`config.mk`:
```
export PLATFORM = sky130hd
export DESIGN_NAME = cmd_frame_decode
export DESIGN_NICKNAME = d
export VERILOG_FILES = /design/src/rtl/cmd_frame_decode_pkg.sv /design/src/rtl/cmd_frame_decode_timeout.sv /design/src/rtl/cmd_frame_decode.sv
export SDC_FILE = /design/constraint.sdc
export NUM_CORES = 1
export LEC_CHECK = 0
export BUFFER_PORTS_ARGS = -buffer_cell sky130_fd_sc_hd__buf_2
export CAP_MARGIN = 15
export CELL_PAD_IN_SITES_DETAIL_PLACEMENT = 1
export CELL_PAD_IN_SITES_GLOBAL_PLACEMENT = 1
export CORE_ASPECT_RATIO = 1.25
export CORE_MARGIN = 4
export CORE_UTILIZATION = 46
export DETAILED_ROUTE_END_ITERATION = 6
export PLACE_DENSITY_LB_ADDON = 0.1
export SLEW_MARGIN = 20
export SYNTH_ARGS = -nofsm -noshare
export SYNTH_HDL_FRONTEND = slang
export SYNTH_SLANG_ARGS = --single-unit
export TNS_END_PERCENT = 5
```
`constraint.sdc`:
```
create_clock -name sys_clk -period 3.1 [get_ports sys_clk]
set_input_delay 0 -clock sys_clk [delete_from_list [all_inputs] [get_ports sys_clk]]
set_output_delay 0 -clock sys_clk [all_outputs]
set_load 0.1 [all_outputs]
```
`src/rtl/cmd_frame_decode_pkg.sv`:
```
// cmd_frame_decode_pkg
//   Shared definitions for the framed UART command decoder: FSM state
//   encodings, default opcodes and err_code values.
package cmd_frame_decode_pkg;

  typedef enum logic [2:0] {
    ST_IDLE  = 3'd0,
    ST_ADDR  = 3'd1,
    ST_LEN   = 3'd2,
    ST_CSUM  = 3'd3,
    ST_DATA  = 3'd4,
    ST_ISSUE = 3'd5
  } frame_state_e;

  localparam logic [7:0] OP_WR_DEF = 8'h55;
  localparam logic [7:0] OP_RD_DEF = 8'hAA;

  localparam logic [2:0] ERR_NONE     = 3'd0;
  localparam logic [2:0] ERR_OPCODE   = 3'd1;
  localparam logic [2:0] ERR_LEN      = 3'd2;
  localparam logic [2:0] ERR_OVERFLOW = 3'd3;
  localparam logic [2:0] ERR_TIMEOUT  = 3'd4;
  localparam logic [2:0] ERR_CSUM     = 3'd5;

endpackage

```
`src/rtl/cmd_frame_decode_timeout.sv`:
```
// frame_timeout_cnt
//   Inter-byte timeout counter shared by the UART framing blocks.
//   Ports:
//     i_clk, i_rst_n : clock, async active-low reset
//     i_clr          : restart the interval (a byte arrived)
//     i_en           : count while high; held at zero while low
//     o_expire       : 1-cycle pulse on the TIMEOUT_CYC-th counted cycle
module frame_timeout_cnt #(
  parameter int TIMEOUT_CYC = 1_400_000,
  localparam int CW = $clog2(TIMEOUT_CYC + 1)
) (
  input  logic i_clk,
  input  logic i_rst_n,
  input  logic i_clr,
  input  logic i_en,
  output logic o_expire
);

  logic [CW-1:0] r_cnt;

  // Clearing while disabled means every frame starts from a fresh interval.
  // Saturates at TIMEOUT_CYC so a stuck enable can never wrap and re-fire.
  always_ff @(posedge i_clk or negedge i_rst_n) begin
    if (!i_rst_n)                       r_cnt <= '0;
    else if (i_clr || !i_en)            r_cnt <= '0;
    else if (r_cnt != CW'(TIMEOUT_CYC)) r_cnt <= r_cnt + 1'b1;
  end

  // Fires on the cycle that would take the count to TIMEOUT_CYC, so the
  // owner can act in the same cycle; a byte in that cycle wins.
  assign o_expire = i_en & ~i_clr & (r_cnt == CW'(TIMEOUT_CYC - 1));

endmodule

```
`src/rtl/cmd_frame_decode.sv`:
```
// cmd_frame_decode
//   Parses framed commands from uart_rx:
//     opcode, ADDR_BYTES address bytes (MSB first), length, [checksum], payload
//   Write payload is pushed to the write FIFO; once the frame completes an
//   addressed wr/rd trigger is issued to sdram_top when it is idle.
//   Optional feature: define CMD_CSUM_EN to require a checksum byte (XOR of
//   opcode, address and length bytes) after the length byte.
//   Ports:
//     sys_clk, sys_rst_n     : clock, async active-low reset
//     uart_flag, uart_data   : received byte strobe and byte
//     sdram_busy             : controller busy, holds off the trigger
//     wfifo_full             : write FIFO full, a payload byte is dropped
//     wfifo_wr_en, wfifo_data: FIFO push, one cycle after the byte
//     wr_trig, rd_trig       : 1-cycle command triggers
//     cmd_addr, cmd_len      : issued command, held after the trigger
//     err, err_code          : 1-cycle error pulse, code held until next err
module cmd_frame_decode
  import cmd_frame_decode_pkg::*;
#(
  parameter int D_WIDTH     = 8,
  parameter int ADDR_BYTES  = 3,
  parameter int MAX_BURST   = 16,
  parameter int LEN_W       = 5,
  parameter int TIMEOUT_CYC = 1_400_000,
  parameter logic [D_WIDTH-1:0] OP_WR = D_WIDTH'(OP_WR_DEF),
  parameter logic [D_WIDTH-1:0] OP_RD = D_WIDTH'(OP_RD_DEF),
  localparam int AW = ADDR_BYTES * D_WIDTH
) (
  input  logic               sys_clk,
  input  logic               sys_rst_n,
  input  logic               uart_flag,
  input  logic [D_WIDTH-1:0] uart_data,
  input  logic               sdram_busy,
  input  logic               wfifo_full,
  output logic               wfifo_wr_en,
  output logic [D_WIDTH-1:0] wfifo_data,
  output logic               wr_trig,
  output logic               rd_trig,
  output logic [AW-1:0]      cmd_addr,
  output logic [LEN_W-1:0]   cmd_len,
  output logic               err,
  output logic [2:0]         err_code
);

`ifdef CMD_CSUM_EN
  localparam bit CSUM_EN = 1'b1;
`else
  localparam bit CSUM_EN = 1'b0;
`endif

  localparam int ACNT_W = $clog2(ADDR_BYTES + 1);
  localparam logic [D_WIDTH-1:0] MAXB = D_WIDTH'(MAX_BURST);

  frame_state_e       r_state;
  logic               r_is_wr;
  logic [AW-1:0]      r_addr_sr;
  logic [LEN_W-1:0]   r_len;
  logic [ACNT_W-1:0]  r_acnt;
  logic [LEN_W-1:0]   r_bcnt;
  logic [D_WIDTH-1:0] r_csum;
  logic               w_to_en;
  logic               w_expire;

  assign w_to_en = (r_state == ST_ADDR) || (r_state == ST_LEN) ||
                   (r_state == ST_CSUM) || (r_state == ST_DATA);

  frame_timeout_cnt #(.TIMEOUT_CYC(TIMEOUT_CYC)) u_timeout (
    .i_clk    (sys_clk),
    .i_rst_n  (sys_rst_n),
    .i_clr    (uart_flag),
    .i_en     (w_to_en),
    .o_expire (w_expire)
  );

  always_ff @(posedge sys_clk or negedge sys_rst_n) begin
    if (!sys_rst_n) begin
      r_state     <= ST_IDLE;
      r_is_wr     <= 1'b0;
      r_addr_sr   <= '0;
      r_len       <= '0;
      r_acnt      <= '0;
      r_bcnt      <= '0;
      r_csum      <= '0;
      wfifo_wr_en <= 1'b0;
      wfifo_data  <= '0;
      wr_trig     <= 1'b0;
      rd_trig     <= 1'b0;
      cmd_addr    <= '0;
      cmd_len     <= '0;
      err         <= 1'b0;
      err_code    <= ERR_NONE;
    end else begin
      wfifo_wr_en <= 1'b0;
      wr_trig     <= 1'b0;
      rd_trig     <= 1'b0;
      err         <= 1'b0;
      case (r_state)
        ST_IDLE: begin
          if (uart_flag) begin
            if (uart_data == OP_WR || uart_data == OP_RD) begin
              r_is_wr   <= (uart_data == OP_WR);
              r_csum    <= uart_data;
              r_addr_sr <= '0;
              r_acnt    <= '0;
              r_state   <= ST_ADDR;
            end else begin
              err      <= 1'b1;
              err_code <= ERR_OPCODE;
            end
          end
        end

        ST_ADDR: begin
          if (w_expire) begin
            err      <= 1'b1;
            err_code <= ERR_TIMEOUT;
            r_state  <= ST_IDLE;
          end else if (uart_flag) begin
            r_addr_sr <= (r_addr_sr << D_WIDTH) | AW'(uart_data);
            r_csum    <= r_csum ^ uart_data;
            if (r_acnt == ACNT_W'(ADDR_BYTES - 1)) r_state <= ST_LEN;
            else                                   r_acnt  <= r_acnt + 1'b1;
          end
        end

        ST_LEN: begin
          if (w_expire) begin
            err      <= 1'b1;
            err_code <= ERR_TIMEOUT;
            r_state  <= ST_IDLE;
          end else if (uart_flag) begin
            // Range check on the full byte so out-of-range values cannot
            // alias into a legal LEN_W-bit length.
            if (uart_data == '0 || uart_data > MAXB) begin
              err      <= 1'b1;
              err_code <= ERR_LEN;
              r_state  <= ST_IDLE;
            end else begin
              r_len  <= LEN_W'(uart_data);
              r_csum <= r_csum ^ uart_data;
              r_bcnt <= '0;
              if (CSUM_EN)      r_state <= ST_CSUM;
              else if (r_is_wr) r_state <= ST_DATA;
              else              r_state <= ST_ISSUE;
            end
          end
        end

        ST_CSUM: begin
          if (w_expire) begin
            err      <= 1'b1;
            err_code <= ERR_TIMEOUT;
            r_state  <= ST_IDLE;
          end else if (uart_flag) begin
            if (uart_data != r_csum) begin
              err      <= 1'b1;
              err_code <= ERR_CSUM;
              r_state  <= ST_IDLE;
            end else if (r_is_wr) begin
              r_state <= ST_DATA;
            end else begin
              r_state <= ST_ISSUE;
            end
          end
        end

        ST_DATA: begin
          if (w_expire) begin
            // Bytes already pushed stay in the FIFO; the consumer never
            // sees a trigger for them.
            err      <= 1'b1;
            err_code <= ERR_TIMEOUT;
            r_state  <= ST_IDLE;
          end else if (uart_flag) begin
            if (wfifo_full) begin
              err      <= 1'b1;
              err_code <= ERR_OVERFLOW;
              r_state  <= ST_IDLE;
            end else begin
              wfifo_wr_en <= 1'b1;
              wfifo_data  <= uart_data;
              if (r_bcnt == r_len - LEN_W'(1)) r_state <= ST_ISSUE;
              else                             r_bcnt  <= r_bcnt + 1'b1;
            end
          end
        end

        ST_ISSUE: begin
          // A stray byte takes the err pulse this cycle and pushes the
          // trigger out by one, so err and a trigger never share a cycle.
          if (uart_flag) begin
            err      <= 1'b1;
            err_code <= ERR_OVERFLOW;
          end else if (!sdram_busy) begin
            wr_trig  <= r_is_wr;
            rd_trig  <= ~r_is_wr;
            cmd_addr <= r_addr_sr;
            cmd_len  <= r_len;
            r_state  <= ST_IDLE;
          end
        end

        default: r_state <= ST_IDLE;
      endcase
    end
  end

endmodule
```
==> flow_metrics.env, run 1 <==
export IMPL_relSlewSlack=0.4678
export IMPL_grt_overflow_total=0
export IMPL_io_buffers=56
export IMPL_peakVddDrop_mv=0.4152
export IMPL_p_sw_frac=0.4003
export IMPL_first_pass_iters=4
export IMPL_postCtsSetupRepairBufs=0
export IMPL_synthTopCellsByArea="dfrtp_1 (52%), mux2_2 (8.5%), nand2_1 (5.4%)"
export IMPL_required_ns=3.38
export IMPL_cts_root_buffer="clkbuf_16"
export IMPL_slew_viol_final=0
export IMPL_async_flop_share=1.000
export IMPL_final_nets=604
export IMPL_postSynthCellCount=521
export IMPL_die_h_um=129.4
export IMPL_syn_cell_area_um2=5428
export IMPL_synth_cell_type_count=58
export IMPL_drv_cap=0
export IMPL_critPathKind="register to register"
export IMPL_clock_path_buffers=2
export IMPL_insertion_delay_ns=0.41
export IMPL_viasPerCell=5.618
export IMPL_grt_use_total=0.2102
export IMPL_drive_gt1_frac=0.2492
export IMPL_finalCritPeriodShare=0.7981
export IMPL_routedWlPerCell_um=18.09
export IMPL_synth_edf_count=0
export IMPL_synth_xor_area_share=0.06547
export IMPL_power_frac_comb=0.331
export IMPL_core_um2=11560
export IMPL_pre_cts_ws_ns=0.6347
export IMPL_ys_flop_type="dfrtp_1"
export IMPL_synth_top_family_by_area="simple AND/OR/NAND/NOR gates"
export IMPL_vias=4135
export IMPL_placementRows=44
export IMPL_dpl_hpwl_mm=8.807
export IMPL_grt_setup_unrepaired="no"
export IMPL_drc=0
export IMPL_worst_pin_slew_ns=0.7960
export IMPL_startpoint_type="register"
export IMPL_grt_pass1_wl_mm=22.54
export IMPL_crit_arrival_ns=2.76
export IMPL_wl_mm=13.32
export IMPL_finalSetupViolCount=0
export IMPL_synth_nets=539
export IMPL_postRouteAntennaNets=0
export IMPL_antenna_cells=0
export IMPL_cts_sinks=113
export IMPL_area_growth_pct=19.20
export IMPL_setup_tns_ns=0
export IMPL_period_minus_slack_ns=2.474
export IMPL_drtIter0Drc=153
export IMPL_powerDensity_nw_per_um2=910.5
export IMPL_ioPinCount=57
export IMPL_avgSynthCellArea_um2=10.42
export IMPL_setup_slack_ns=0.6259
export IMPL_cts_tree="yes"
export IMPL_max_stage_delay_ns=0.57
export IMPL_clk_pin_slew_ns=0.05
export IMPL_dpl_cell_area_um2=5818
export IMPL_htreeDepth=4
export IMPL_yosysMostFrequentCell="dfrtp_1"
export IMPL_synthAdderAreaFrac=0.01153
export IMPL_hp_class="input pin to register"
export IMPL_fillCellCount=1263
export IMPL_synthMuxAreaShare=0.09244
export IMPL_path_max_fanout=9
export IMPL_fin_area_um2=6470
export IMPL_grt_pass1_vias=4426
export IMPL_power_switching_w=0.002358
export IMPL_synth_top_cell_area_share=0.5210
export IMPL_yosysWarnings=0
export IMPL_fmax_mhz=404.2
export IMPL_slowest_stage="or4b_4"
export IMPL_synthSimpleGateAreaFrac=0.2098
export IMPL_p_seq_frac=0.353
export IMPL_synth_common_cells="dfrtp_1 (113), nand2_1 (78), nor2_1 (46), nand3_1 (42), mux2_2 (41)"
export IMPL_ys_seq_area_frac=0.5210
export IMPL_cellLeakagePower_nw=3.171
export IMPL_yosysTopAreaCell="dfrtp_1"
export IMPL_hold_viol_final=0
export IMPL_clock_skew_ns=0.006515
export IMPL_synth_compound_area_frac=0.06616
export IMPL_synth_seq_cells=113
export IMPL_grt_max_degree=61
export IMPL_clkPwrFrac=0.316
export IMPL_cp_cell_sequence="or4b_4 > nor4_4 > nand3_4 > a31oi_4 > nor4b_1 > or3b_1"
export IMPL_cp_end_kind="register"
export IMPL_antenna_found_initial=0
export IMPL_fp_dieW_um=105.2
export IMPL_internal_power_w=0.003533
export IMPL_gp_congestion=0.8398
export IMPL_status="finished, final reports clean"
export IMPL_start_util=0.4695
export IMPL_cts_buffers=17
export IMPL_dieArea_um2=13610
-- state kept, by name, indices dropped and copies added (netlist names) --
signal	cells
cmd_len	5
wfifo_data	8
u_timeout.r_cnt	21
err_code	3
r_addr_sr	24
r_state	3
wfifo_wr_en	1
r_acnt	2
r_len	5
wr_trig	1
err	1
r_csum	8
cmd_addr	24
r_bcnt	5
r_is_wr	1
rd_trig	1
-- kinds of logic (layout without fill, tap and decap cells) --
group / Yosys count / after routing
muxes: 45 / 45
AOI/OAI and AO/OA: 52 / 52
buffers and inverters: 41 / 118
DFF: 113 / 113
xor gates and xnor gates: 39 / 39
and+or+nand+nor: 226 / 226
adders and majority gates: 5 / 5
-- cell usage in the layout, fill, tap and decap left out, drive strengths merged, types with 3 or more instances in the layout --
cell type	instances
nand4	5
a21oi	11
dlygate4sd3	9
nand3	43
nand3b	3
a41oi	3
and3	5
xor2	22
or3	7
o22ai	3
ha	5
nor2	46
buf	62
mux2	41
inv	15
mux2i	4
nor3	6
clkinv	9
nor4b	3
nand2b	5
o21ai	21
nand2	78
dfrtp	113
xnor2	16
clkbuf	20
nor4	6
nor3b	5
-- through the flow --
stage | std cells | hold WS, ns | power, W | utilization
CTS | 736 | 0.007926 | 0.005959 | 0.5596
detailed placement | 696 | 0.09543 | 0.004036 | 0.5032
finish | 736 | 0.02084 | 0.005891 | 0.5596
global placement | 696 | 0.08824 | 0.003962 | 0.5032
floorplan | 521 | -0.2956 | 0.003606 | -
global route | 736 | 0.04588 | 0.006231 | 0.5596
-- area by class of cell --
type	count	area [um^2]	area share
flip-flops and latches	113	2828	0.4371
multi-input cells	367	2417	0.3736
clock buffers	20	446.7	0.06904
repair buffers	71	430.4	0.06652
well taps	138	172.7	0.02669
clock inverters	11	115.1	0.01779
inverters	16	60.06	0.009283
-- what timing repair did --
action / CTS / global route
resized for setup: 0 / 0
hold endpoints to repair: 67 / 0
hold buffers: 9 / 0
-- layer usage --
layer | GRT usage | vias up | share of wire
li1 | - | 1926 | -
met1 | 0.2461 | 2084 | 0.41
met2 | 0.3733 | 90 | 0.53
met3 | 0.04883 | 35 | 0.032
met4 | 0.08726 | 0 | 0.026
met5 | 0 | - | 0
-- final timing paths --
check                                          startpoint  cells after the start                         to  slack [ns]
hold reg to reg                 r_addr_sr[22]$_DFFE_PN0P_                      2  r_addr_sr[22]$_DFFE_PN0P_        0.47
setup reg to reg           u_timeout.r_cnt[8]$_DFFE_PN0P_                      6      r_csum[2]$_DFFE_PN0P_        0.63
min in group asynchronous                       sys_rst_n                      2   cmd_addr[18]$_DFFE_PN0P_        0.20
max in group asynchronous                       sys_rst_n                      3    err_code[1]$_DFFE_PN0P_        2.13
hold / removal                                 wfifo_full                      4              err$_DFF_PN0_        0.02
setup / recovery           u_timeout.r_cnt[8]$_DFFE_PN0P_                      6      r_csum[2]$_DFFE_PN0P_        0.63
-- power groups by stage --
stage,Sequential (W),Clock [W],Combinational (W)
after floorplan,0.00268,0,0.000922
after global placement,0.00208,0,0.00189
after detailed placement,0.00210,0,0.00194
after CTS,0.00208,0.00191,0.00197
after global routing,0.00213,0.00198,0.00212
final,0.00208,0.00186,0.00195
-- worst max-delay path, delay by kind of cell (launching register included) --
| family | cells | cell delay (ns) |
|---|---|---|
| DFF | 1 | 0.43 |
| and+or+nand+nor | 5 | 1.56 |
| AOI/OAI and AO/OA | 1 | 0.35 |
(Power assumes the default switching activity.)
==> run 2, diff against run 1 <==
==> constraint.sdc (replaced) <==
create_clock -name sys_clk -period 2.5 [get_ports sys_clk]
set_input_delay 0 -clock sys_clk [delete_from_list [all_inputs] [get_ports sys_clk]]
set_output_delay 0 -clock sys_clk [all_outputs]
set_load 0.1 [all_outputs]
==> flow_metrics.env, run 2 (synthesis results as in run 1) <==
export IMPL_status="finished, final reports clean"
export IMPL_grt_overflow_total=0
export IMPL_drive_gt1_frac=0.2636
export IMPL_fillCellCount=1302
export IMPL_placementRows=44
export IMPL_cts_root_buffer="clkbuf_16"
export IMPL_cts_tree="yes"
export IMPL_path_max_fanout=6
export IMPL_cp_end_kind="register"
export IMPL_powerDensity_nw_per_um2=1156
export IMPL_core_um2=11560
export IMPL_relSlewSlack=0.5725
export IMPL_postRouteAntennaNets=0
export IMPL_r2r_end="r_csum[1]$_DFFE_PN0P_"
export IMPL_drtIter0Drc=207
export IMPL_antenna_found_initial=0
export IMPL_crit_arrival_ns=2.69
export IMPL_grt_setup_unrepaired="no"
export IMPL_dieArea_um2=13610
export IMPL_cp_cell_sequence="or4b_4 > nor4_4 > nand3_4 > a31oi_4 > buf_4 > or3_1 > o221a_1"
export IMPL_wl_mm=13.52
export IMPL_startpoint_type="register"
export IMPL_area_growth_pct=21.60
export IMPL_r2r_start="u_timeout.r_cnt[8]$_DFFE_PN0P_"
export IMPL_finalCritPeriodShare=0.9380
export IMPL_cp_startpoint="u_timeout.r_cnt[8]$_DFFE_PN0P_"
export IMPL_drv_cap=0
export IMPL_clock_skew_ns=0.008577
export IMPL_crit_end="r_csum[1]$_DFFE_PN0P_"
export IMPL_gp_congestion=0.8311
export IMPL_max_stage_delay_ns=0.57
export IMPL_insertion_delay_ns=0.41
export IMPL_drc=0
export IMPL_die_h_um=129.4
export IMPL_postCtsSetupRepairBufs=0
export IMPL_final_common_cell="dfrtp_1"
export IMPL_hold_viol_final=0
export IMPL_period_minus_slack_ns=2.345
export IMPL_cts_sinks=113
export IMPL_cts_buffers=17
export IMPL_layout_common_cells="dfrtp_1 (113), nand2_1 (78), buf_2 (55)"
export IMPL_slew_viol_final=0
export IMPL_post_cts_resized=0
export IMPL_worst_pin_slew_ns=0.6413
export IMPL_seq_area_um2=2828
export IMPL_ioPinCount=57
export IMPL_required_ns=2.85
export IMPL_dpl_hpwl_mm=9.185
export IMPL_cellLeakagePower_nw=3.245
export IMPL_setup_tns_ns=0
export IMPL_first_pass_iters=4
export IMPL_antenna_cells=0
export IMPL_multi_input_area_um2=2417
export IMPL_hp_class="input pin to register"
export IMPL_r2r_cells=7
export IMPL_viasPerCell=5.460
export IMPL_finalSetupViolCount=0
export IMPL_fp_dieW_um=105.2
export IMPL_grt_pass1_vias=4481
export IMPL_final_nets=613
export IMPL_largestRegisters="cmd_addr (24), r_addr_sr (24), u_timeout.r_cnt (21)"
export IMPL_io_buffers=56
export IMPL_clock_path_buffers=2
export IMPL_critPathKind="register to register"
export IMPL_slowest_stage="or4b_4"
export IMPL_start_util=0.4695
export IMPL_cts_hold_buf=7
export IMPL_vias=4068
export IMPL_holdWs_ns=0.01849
export IMPL_regToRegSetupSlack_ns=0.16
export IMPL_clk_pin_slew_ns=0.05
export IMPL_htreeDepth=4
export IMPL_grt_max_degree=51
export IMPL_peakVddDrop_mv=0.4606
export IMPL_routedWlPerCell_um=18.14
export IMPL_grt_use_total=0.2156
export IMPL_grt_pass1_wl_mm=22.98
export IMPL_fmax_mhz=426.4
==> run 2: cell types whose count changed in the layout (fill, tap and decap cells not counted), sizes merged <==
cell / delta
dlygate4sd3: -2
clkinv: -4
buf: +11
bufinv: +2
clkbuf: +2
==> run 2: cell type report <==
cell class | count | share of cell area
Clock inverter | 9 | 0.02351
Inverter | 16 | 0.009100
Tap cell | 138 | 0.02616
Sequential cell | 113 | 0.4284
Timing Repair Buffer | 80 | 0.07469
Multi-Input combinational cell | 367 | 0.3663
Clock buffer | 22 | 0.07185
==> run 2: metal layers <==
metal | up-vias | global-route usage | wire (um)
li1 | 1946 | - | -
met1 | 2039 | 0.2456 | 5591
met2 | 60 | 0.3903 | 7270
met3 | 23 | 0.04733 | 327
met4 | 0 | 0.09421 | 327
met5 | - | 0 | 0
==> run 2: through the flow <==
| step | total power [W] | util | cell area, um^2 | setup slack [ns] | std cells |
|---|---|---|---|---|---|
| 2_1_floorplan | 0.004472 | - | 5428 | 0.2700 | 521 |
| 3_3_place_gp | 0.004982 | 0.5104 | 5901 | 0.1921 | 707 |
| 3_5_place_dp | 0.005075 | 0.5104 | 5901 | 0.1443 | 707 |
| 4_1_cts | 0.007702 | 0.5709 | 6600 | 0.1351 | 745 |
| 5_1_grt | 0.008071 | 0.5709 | 6600 | 0.008661 | 745 |
| 6_report | 0.007630 | 0.5709 | 6600 | 0.1550 | 745 |
==> run 2: worst max-delay path: cells and delay by family (launching register included) <==
kind	cells	cell delay (ns)
buffers and inverters	1	0.18
AO/OA/AOI/OAI	2	0.44
flip-flops	1	0.42
AND/OR/NAND/NOR	4	1.23
==> run 2: power by group <==
| group | leakage, nW | total, W | internal (W) | switching [W] |
|---|---|---|---|---|
| logic | 1.44 | 0.00253 | 0.000715 | 0.00181 |
| clock network | 0.306 | 0.00257 | 0.00174 | 0.000835 |
| registers | 1.50 | 0.00253 | 0.00224 | 0.000287 |
==> run 2: worst min path at each step <==
| stage | from | depth (start not counted) | end |
|---|---|---|---|
| after floorplan | sys_rst_n | 0 | cmd_addr[0]$_DFFE_PN0P_ |
| after global placement | sys_rst_n | 1 | cmd_addr[17]$_DFFE_PN0P_ |
| after detailed placement | sys_rst_n | 1 | r_addr_sr[17]$_DFFE_PN0P_ |
| after CTS | uart_data[5] | 4 | r_addr_sr[5]$_DFFE_PN0P_ |
| after global routing | uart_data[5] | 3 | wfifo_data[5]$_DFFE_PN0P_ |
| final | uart_data[5] | 4 | r_addr_sr[5]$_DFFE_PN0P_ |
==> run 3, diff against run 2 <==
--- a/config.mk
+++ b/config.mk
@@ -9,11 +9,12 @@
 export CAP_MARGIN = 15
 export CELL_PAD_IN_SITES_DETAIL_PLACEMENT = 1
 export CELL_PAD_IN_SITES_GLOBAL_PLACEMENT = 1
-export CORE_ASPECT_RATIO = 1.25
-export CORE_MARGIN = 4
+export CORE_ASPECT_RATIO = 0.9
+export CORE_MARGIN = 2
 export CORE_UTILIZATION = 46
 export DETAILED_ROUTE_END_ITERATION = 6
 export PLACE_DENSITY_LB_ADDON = 0.1
+export REMOVE_ABC_BUFFERS = 1
 export SLEW_MARGIN = 20
 export SYNTH_ARGS = -nofsm -noshare
 export SYNTH_HDL_FRONTEND = slang
==> flow_metrics.env, run 3 (synthesis results as in run 1) <==
export IMPL_status="finished, final reports clean"
export IMPL_fillCellCount=1290
export IMPL_viasPerCell=5.407
export IMPL_worst_pin_slew_ns=0.6952
export IMPL_required_ns=2.80
export IMPL_area_growth_pct=21.74
export IMPL_io_buffers=56
export IMPL_wl_mm=13.58
export IMPL_cellLeakagePower_nw=3.221
export IMPL_first_pass_iters=4
export IMPL_cts_buffers=17
export IMPL_placementRows=37
export IMPL_antenna_found_initial=0
export IMPL_grt_overflow_total=0
export IMPL_core_um2=11480
export IMPL_slowest_stage="dlygate4sd3_1"
export IMPL_antenna_cells=0
export IMPL_drc=0
export IMPL_vias=4120
export IMPL_period_minus_slack_ns=2.367
export IMPL_final_nets=611
export IMPL_drv_cap=0
export IMPL_cp_end_kind="register"
export IMPL_grt_setup_unrepaired="no"
export IMPL_crit_family="buffers and inverters"
export IMPL_grt_max_degree=63
export IMPL_grt_pass1_vias=4497
export IMPL_htreeDepth=4
export IMPL_routedWlPerCell_um=17.82
export IMPL_peakVddDrop_mv=1.416
export IMPL_drive_gt1_frac=0.2607
export IMPL_cts_root_buffer="clkbuf_16"
export IMPL_clock_path_buffers=2
export IMPL_dpl_hpwl_mm=8.922
export IMPL_cts_sinks=113
export IMPL_crit_arrival_ns=2.67
export IMPL_path_max_fanout=9
export IMPL_slew_viol_final=0
export IMPL_start_util=0.4728
export IMPL_clock_skew_ns=0.006611
export IMPL_fp_dieW_um=118.5
export IMPL_grt_pass1_wl_mm=22.69
export IMPL_postRouteAntennaNets=0
export IMPL_cp_cell_sequence="dlygate4sd3_1 > buf_2 > nor4_1 > xnor2_1 > nand2_1 > a32o_1 > a211oi_2 > mux2_2"
export IMPL_finalCritPeriodShare=0.9467
export IMPL_finalSetupViolCount=0
export IMPL_fin_util=0.5755
export IMPL_finalPower_w=0.007623
export IMPL_fmax_mhz=422.5
export IMPL_fin_area_um2=6608
export IMPL_critPathKind="input pin to register"
export IMPL_gp_congestion=0.8236
export IMPL_hold_viol_final=0
export IMPL_startpoint_type="input pin"
export IMPL_insertion_delay_ns=0.42
export IMPL_powerDensity_nw_per_um2=1154
export IMPL_layout_common_cells="dfrtp_1 (113), nand2_1 (78), buf_2 (55)"
export IMPL_largestRegisters="cmd_addr (24), r_addr_sr (24), u_timeout.r_cnt (21)"
export IMPL_cp_num_buf_inv=2
export IMPL_die_h_um=107.1
export IMPL_clk_pin_slew_ns=0.05
export IMPL_hp_class="input pin to register"
export IMPL_post_cts_resized=0
export IMPL_relSlewSlack=0.5365
export IMPL_dieArea_um2=12690
export IMPL_max_stage_delay_ns=0.53
export IMPL_cts_tree="yes"
export IMPL_drtIter0Drc=171
export IMPL_postCtsSetupRepairBufs=0
export IMPL_final_common_cell="dfrtp_1"
export IMPL_grt_use_total=0.2315
export IMPL_ioPinCount=57
export IMPL_holdWs_ns=0.03626
export IMPL_dpl_cell_area_um2=5899
-- run 3: path summary, 6_finish.rpt --
kind | cells after the start | end | slack, ns | from
min reg2reg | 2 | r_addr_sr[19]$_DFFE_PN0P_ | 0.47 | r_addr_sr[19]$_DFFE_PN0P_
max reg2reg | 6 | err_code[0]$_DFFE_PN0P_ | 0.19 | r_csum[2]$_DFFE_PN0P_
max | 8 | err_code[0]$_DFFE_PN0P_ | 0.13 | uart_data[0]
min in group asynchronous | 2 | r_addr_sr[14]$_DFFE_PN0P_ | 0.19 | sys_rst_n
max in group asynchronous | 3 | r_bcnt[4]$_DFFE_PN0P_ | 1.55 | sys_rst_n
min | 4 | err$_DFF_PN0_ | 0.04 | wfifo_full
-- run 3: timing repair --
item,in CTS,in global routing
hold endpoints to repair,68,0
setup endpoints to repair,0,2
hold buffers,9,0
-- run 3: layout make-up --
class                   count  area, um^2  share of cell area
clock buffers              24       491.7             0.07442
clock inverters             8       126.4             0.01913
inverters                  16       60.06            0.009089
multi-input cells         367        2424              0.3668
flip-flops and latches    113        2828              0.4279
well taps                 156       195.2             0.02954
repair buffers             78       483.0             0.07309
-- run 3: worst reg2reg max path, cell delays in order, from the launching register on --
cell      delay, ns
dfrtp_1        0.42
xor2_1         0.16
nor4_1         0.51
a21o_1         0.18
o211ai_1       0.09
a211oi_2       0.44
mux2_2         0.40
-- run 3: routing by layer --
layer | share of wire | vias to the layer above | track usage
li1 | - | 1935 | -
met4 | 0.017 | 0 | 0.07908
met5 | 0 | - | 0
met1 | 0.44 | 2091 | 0.2761
met2 | 0.50 | 68 | 0.4083
met3 | 0.036 | 26 | 0.06011
-- run 3: per-stage QoR --
| step | instances | setup slack, ns | TNS (ns) |
|---|---|---|---|
| finish | 762 | 0.1333 | 0 |
| global route | 762 | 0.004490 | 0 |
| CTS | 762 | 0.09658 | 0 |
| detailed placement | 721 | 0.1215 | 0 |
| global placement | 721 | 0.1884 | 0 |
| floorplan | 496 | -0.2730 | -2.712 |
-- run 3: report_power, final --
part	internal (W)	switching, W	total (W)
clock network	0.00167	0.000853	0.00252
registers	0.00224	0.000303	0.00254
logic	0.000712	0.00184	0.00255
